--- config.mk ---
export PLATFORM = sky130hd
export DESIGN_NAME = htgs4_reset_seq
export DESIGN_NICKNAME = d
export VERILOG_FILES = /design/src/rtl/htgs4_reset_seq.sv
export SDC_FILE = /design/constraint.sdc
export NUM_CORES = 1
export LEC_CHECK = 0
export BUFFER_PORTS_ARGS = -buffer_cell sky130_fd_sc_hd__buf_2
export CORE_MARGIN = 5
export CORE_UTILIZATION = 25
export DETAILED_ROUTE_END_ITERATION = 8
export PLACE_DENSITY = 0.41
export SKIP_LAST_GASP = 1
export SYNTH_ARGS = -nofsm -noshare
export SYNTH_HDL_FRONTEND = slang
export SYNTH_SLANG_ARGS = --single-unit
--- constraint.sdc ---
create_clock -name sys0_clk -period 2.5 [get_ports sys0_clk]
set_input_delay 0.25 -clock sys0_clk [delete_from_list [all_inputs] [get_ports sys0_clk]]
set_output_delay 0.25 -clock sys0_clk [all_outputs]
set_load 0.005 [all_outputs]
--- src/rtl/htgs4_reset_seq.sv ---
// Board reset sequencer: orders PLL lock, PERST# hold-off and link-up before releasing endpoint and core resets.
// Latency: input pin change reaches seq_state and reset outputs 3 clocks later (2 sync flops + state register).
// Backpressure: none; free-running control block with level inputs and registered level outputs.
module htgs4_reset_seq #(
    parameter int HOLD_CYCLES     = 200,
    parameter int LINK_TIMEOUT    = 33554432,
    parameter int DEBOUNCE_CYCLES = 2000000,
    parameter int HB_LOG2         = 26
) (
    input  logic       sys0_clk,
    input  logic       sys0_rstn,
    input  logic       pcie_rstn,
    input  logic       pll_locked,
    input  logic       link_up,
    input  logic [7:0] usr_sw_i,
    output logic       pcie_core_rstn,
    output logic       core_rstn,
    output logic [2:0] seq_state,
    output logic [7:0] led
);

    typedef enum logic [2:0] {
        ST_RESET      = 3'd0,
        ST_WAIT_PLL   = 3'd1,
        ST_WAIT_PERST = 3'd2,
        ST_WAIT_LINK  = 3'd3,
        ST_RUN        = 3'd4,
        ST_FAULT      = 3'd5
    } state_t;

    localparam logic [31:0]        HOLD_LAST = 32'(HOLD_CYCLES - 1);
    localparam logic [31:0]        LINK_LAST = 32'(LINK_TIMEOUT - 1);
    localparam logic [31:0]        DB_LAST   = 32'(DEBOUNCE_CYCLES - 1);
    localparam logic [HB_LOG2:0]   HB_ONE    = 1;

    // bit order: {sw, link, lock, perst}
    logic [3:0]       sync1;
    logic [3:0]       sync2;
    logic             perst_s;
    logic             lock_s;
    logic             link_s;
    logic             sw_s;

    logic [31:0]      db_cnt;
    logic             sw_db;
    logic             sw_db_d;
    logic             sw_req;

    state_t           state;
    state_t           nxt_state;
    logic [31:0]      cnt;
    logic [31:0]      nxt_cnt;

    logic [HB_LOG2:0] hb_cnt;

    // Only the reset-request switch is wired; the rest of the DIP bank is ignored.
    logic             unused_sw;
    assign unused_sw = ^usr_sw_i[7:1];

    // Two-flop synchronizers for every asynchronous board input.
    always_ff @(posedge sys0_clk or negedge sys0_rstn) begin
        if (!sys0_rstn) begin
            sync1 <= 4'b0000;
            sync2 <= 4'b0000;
        end else begin
            sync1 <= {usr_sw_i[0], link_up, pll_locked, pcie_rstn};
            sync2 <= sync1;
        end
    end

    assign perst_s = sync2[0];
    assign lock_s  = sync2[1];
    assign link_s  = sync2[2];
    assign sw_s    = sync2[3];

    // Switch debounce: a new level must persist DEBOUNCE_CYCLES cycles before it is accepted.
    always_ff @(posedge sys0_clk or negedge sys0_rstn) begin
        if (!sys0_rstn) begin
            db_cnt  <= 32'd0;
            sw_db   <= 1'b0;
            sw_db_d <= 1'b0;
        end else begin
            sw_db_d <= sw_db;
            if (sw_s == sw_db) begin
                db_cnt <= 32'd0;
            end else if (db_cnt == DB_LAST) begin
                db_cnt <= 32'd0;
                sw_db  <= sw_s;
            end else begin
                db_cnt <= db_cnt + 32'd1;
            end
        end
    end

    // One pulse per debounced press; holding the switch does not repeat it.
    assign sw_req = sw_db & ~sw_db_d;

    // Next-state and shared counter; lock loss outranks PERST#/switch, which outrank local moves.
    always_comb begin
        nxt_state = state;
        nxt_cnt   = 32'd0;
        case (state)
            ST_RESET:      nxt_state = ST_WAIT_PLL;
            ST_WAIT_PLL:   if (lock_s) nxt_state = ST_WAIT_PERST;
            ST_WAIT_PERST: begin
                if (perst_s) begin
                    if (cnt == HOLD_LAST) nxt_state = ST_WAIT_LINK;
                    else                  nxt_cnt   = cnt + 32'd1;
                end
            end
            ST_WAIT_LINK: begin
                if (link_s)                 nxt_state = ST_RUN;
                else if (cnt == LINK_LAST)  nxt_state = ST_FAULT;
                else                        nxt_cnt   = cnt + 32'd1;
            end
            ST_RUN:        if (!link_s) nxt_state = ST_WAIT_LINK;
            ST_FAULT:      nxt_state = ST_FAULT;
            default:       nxt_state = ST_RESET;
        endcase

        if ((state == ST_WAIT_LINK || state == ST_RUN || state == ST_FAULT) &&
            (!perst_s || sw_req)) begin
            nxt_state = ST_WAIT_PERST;
        end

        if ((state == ST_WAIT_PERST || state == ST_WAIT_LINK ||
             state == ST_RUN || state == ST_FAULT) && !lock_s) begin
            nxt_state = ST_WAIT_PLL;
        end

        if (nxt_state != state) nxt_cnt = 32'd0;
    end

    // State register, shared counter, and reset outputs decoded from the next state.
    always_ff @(posedge sys0_clk or negedge sys0_rstn) begin
        if (!sys0_rstn) begin
            state          <= ST_RESET;
            cnt            <= 32'd0;
            pcie_core_rstn <= 1'b0;
            core_rstn      <= 1'b0;
        end else begin
            state          <= nxt_state;
            cnt            <= nxt_cnt;
            pcie_core_rstn <= (nxt_state == ST_WAIT_LINK) || (nxt_state == ST_RUN) ||
                              (nxt_state == ST_FAULT);
            core_rstn      <= (nxt_state == ST_RUN);
        end
    end

    // Free-running heartbeat counter for the alive LED.
    always_ff @(posedge sys0_clk or negedge sys0_rstn) begin
        if (!sys0_rstn) hb_cnt <= '0;
        else            hb_cnt <= hb_cnt + HB_ONE;
    end

    assign seq_state = state;
    assign led       = {(state == ST_FAULT), sw_db, hb_cnt[HB_LOG2], lock_s, link_s, state};

endmodule

==> flow_summary_export.csv <==
group,metric,value,unit
logic_synthesis,synth_cell_type_count,51,
logic_synthesis,synth-compound-area-share,2.315,%
clocking,cts_tree,"done",
clocking,cts_max_level,3,
drt,wire_per_inst,13.82,um
power,p_sw,1.609,mW
finish,drive_gt1_share,16.01,%
drt,ant_nets,0,
sta,period_needed,2.296,ns
power,seqPwrFrac,38.9,%
floorplan,row_count,52,
clocking,cts.sinks,106,
power,irDropWorstVdd,581.0,uV
power,power,4.662,mW
logic_synthesis,synthSimpleGateAreaFrac,26.45,%
power,power.leakage,2.620,nW
critical_path,crit_slowest_cell,"dfrtp_1",
logic_synthesis,syn_area,0.005189,sq mm
logic_synthesis,synth_common_cells,"dfrtp_1 (106), nor2_1 (69), xnor2_1 (49)",
critical_path,cp_max_fo,32,
logic_synthesis,yosysTopAreaCellShare,51.12,%
finish,stdcell_count,832,
sta,fin_ws,0.2035,ns
status,outcome,"finished clean",
sta,rsz0062_at_grt,"false",
critical_path,arrival,2.54,ns
critical_path,r2r_end,"cnt[25]",
floorplan,start_util,25.48,%
grt,grtUsageTotal,10.27,%
worst_hold_path,hold_path.class,"reg -> reg",
logic_synthesis,synthFlopType,"dfrtp_1",
run,max_cap_violations,0,
floorplan,ios,26,
floorplan,die-area,0.02374,sq mm
grt,antenna_found_initial,0,
clocking,cts.reportedPaths.clkPinSlew,0.07,ns
worst_hold_path,worstHoldStart,"sync1[3]",
logic_synthesis,muxShareOfSynthArea,0.2170,%
drt,vias_per_cell,4.524,
drt,wirelength,11.50,mm
drt,post-route-drc-count,0,
clocking,clockBufferDepth,2,
grt,grt_overflow,0,
logic_synthesis,synth_area_leader_cell,"dfrtp_1",
sta,fmax,435.4,MHz
logic_synthesis,syn_inst,508,
sta,finClkSkew,0.007652,ns
power,p_clk_share,31.3,%
placed_design,gp_congestion,0.7445,
logic_synthesis,synth_edf_count,0,
critical_path,path_buf_inv,2,
logic_synthesis,synth_seq_cells,106,
critical_path,end_kind,"register",
critical_path,path_class,"reg -> reg",
clocking,numCtsBuffers,9,
logic_synthesis,syn_nets,526,
grt,grt_pass1_vias,3992,
critical_path,r2r_cells,9,
sta,setup_viol,0,
critical_path,path_cells,"ha_1 -> nor2_2 -> buf_4 -> nor3_1 -> a211oi_1 -> a21oi_2 -> xnor2_2 -> buf_12 -> nor4_1",
logic_synthesis,synth-xor-area-share,14.83,%
logic_synthesis,yosys_warnings,0,
worst_hold_path,min_delay_path_depth,0,
finish,diodes,0,
sta,slew_headroom,62.77,%
finish,area_growth,19.56,%
critical_path,cp_slowest_stage_delay,0.38,ns
grt,grt_pass1_wl,20.04,mm
critical_path,cp.required,2.75,ns
critical_path,r2r_setup_slack,0.20,ns
logic_synthesis,synthAdderAreaFrac,1.206,%
critical_path,cp-start-kind,"register",
power,p_int,3.053,mW
placed_design,pre_cts_slack,-0.1261,ns
sta,fin_crit_sh,91.86,%
logic_synthesis,synthArstFlopShare,100.0,%
power,p_sw_share,34.52,%
floorplan,die_h,154.1,um
logic_synthesis,ys_seq_area_share,51.12,%
placed_design,place_hpwl,7.595,mm
drt,drtIter0Drc,121,
logic_synthesis,synth.most_common_cell,"dfrtp_1",
placed_design,port_buffers,18,
critical_path,critPathTopFamily,"simple AND/OR/NAND/NOR gates",
grt,grt_max_degree,46,
critical_path,r2r-start,"seq_state[1]",
clocking,clkLatencyLatePin,0.36,ns
power,p_per_area,751.5,mW/mm^2
logic_synthesis,synth_top_family_by_area,"simple AND/OR/NAND/NOR gates",
worst_hold_path,holdPathEnd,"sync2[3]",
logic_synthesis,syn_avg_cell_area,10.21,sq um
drt,drtPass1Iterations,4,
floorplan,core-area,0.02036,sq mm
drt,vias,3764,
sta,tightest_slew,0.5585,ns
sta,finalHoldViolations,0,
logic_synthesis,synthTopCellsByArea,"dfrtp_1 (51%), xnor2_1 (8.3%), xor2_1 (6.2%)",
sta,drv_slew,0,
finish,fin_util,30.46,%
placed_design,place_inst,806,
finish,nets,575,
floorplan,die_width,154.1,um
power,pwr-share-comb,29.8,%
clocking,clock-root-buffer,"clkbuf_16",
==> state kept, by name, indices dropped and copies added, names as in the netlist <==
signal / cells
seq_state: 3
db_cnt: 32
sw_db: 1
sync2: 4
pcie_core_rstn: 1
core_rstn: 1
cnt: 32
sync1: 4
hb_cnt: 27
sw_db_d: 1
==> worst max-delay path by stage <==
stage,start,to,slack (ns),cells past startpoint
after global placement,seq_state[1],cnt[11],-0.08,7
after CTS,cnt[0],cnt[4],0.03,7
after global routing,seq_state[2],cnt[27],0.04,10
final,seq_state[1],cnt[25],0.20,9
after detailed placement,seq_state[1],cnt[25],-0.13,7
after floorplan,seq_state[2],cnt[25],0.24,10
==> final cells by class <==
cell class	count	area, sq um
fillers	2123	14160
flip-flops and latches	106	2653
multi-input cells	365	2367
repair buffers	61	490.5
well taps	270	337.8
clock buffers	9	225.2
clock inverters	7	77.57
inverters	14	52.55
==> layer usage <==
layer | vias up | GRT usage, % | wire length [um]
li1 | 1863 | - | -
met1 | 1843 | 13.29 | 5506
met2 | 41 | 16.62 | 5492
met3 | 17 | 3.401 | 357
met4 | 0 | 2.523 | 138
met5 | - | 0 | 0
==> power by group through the flow <==
stage	logic, mW	clock network (mW)	registers, mW
floorplan	0.848	0	1.83
global placement	1.26	0	1.85
detailed placement	1.26	0	1.85
CTS	1.34	1.54	1.81
global route	1.52	1.60	1.82
finish	1.39	1.46	1.81
==> metrics by stage <==
| stage | cell area (sq um) | hold WS (ns) | TNS, ns |
|---|---|---|---|
| after floorplan | 5189 | -0.04559 | 0 |
| after global placement | 5764 | 0.2832 | -1.970 |
| after detailed placement | 5764 | 0.2932 | -3.280 |
| after CTS | 6146 | 0.3610 | 0 |
| after global routing | 6203 | 0.3706 | 0 |
| final | 6203 | 0.3575 | 0 |
==> placed cells by master (no fill, tap or decap), drive strengths merged, types with 3 or more instances in the layout <==
cell and count:
ha 5, nor4 43, nor3 15, xor2 37
xnor2 50, buf 56, dfrtp 106, and4 9
inv 16, nand3 36, and3 6, clkbuf 9
dlygate4sd3 5, clkinvlp 3, a21oi 4, nand4 20
nand2 40, o22ai 3, nor2 69
==> logic make-up after synthesis <==
kind of cell               count (synthesis)
DFF                                      106
muxes                                      1
buffers and inverters                     38
adders and majority gates                  5
xor gates and xnor gates                  87
AOI/OAI and AO/OA                         15
and+or+nand+nor                          256
==> timing repair <==
item	CTS	global route
buffers inserted	0	4
endpoints found under the setup margin	32	32
hold buffers	5	0
endpoints found under the hold margin	43	0
pin swaps	1	2
cloned	1	0
gates resized for setup	2	1
No activity file was read; power rests on OpenSTA's default activity.
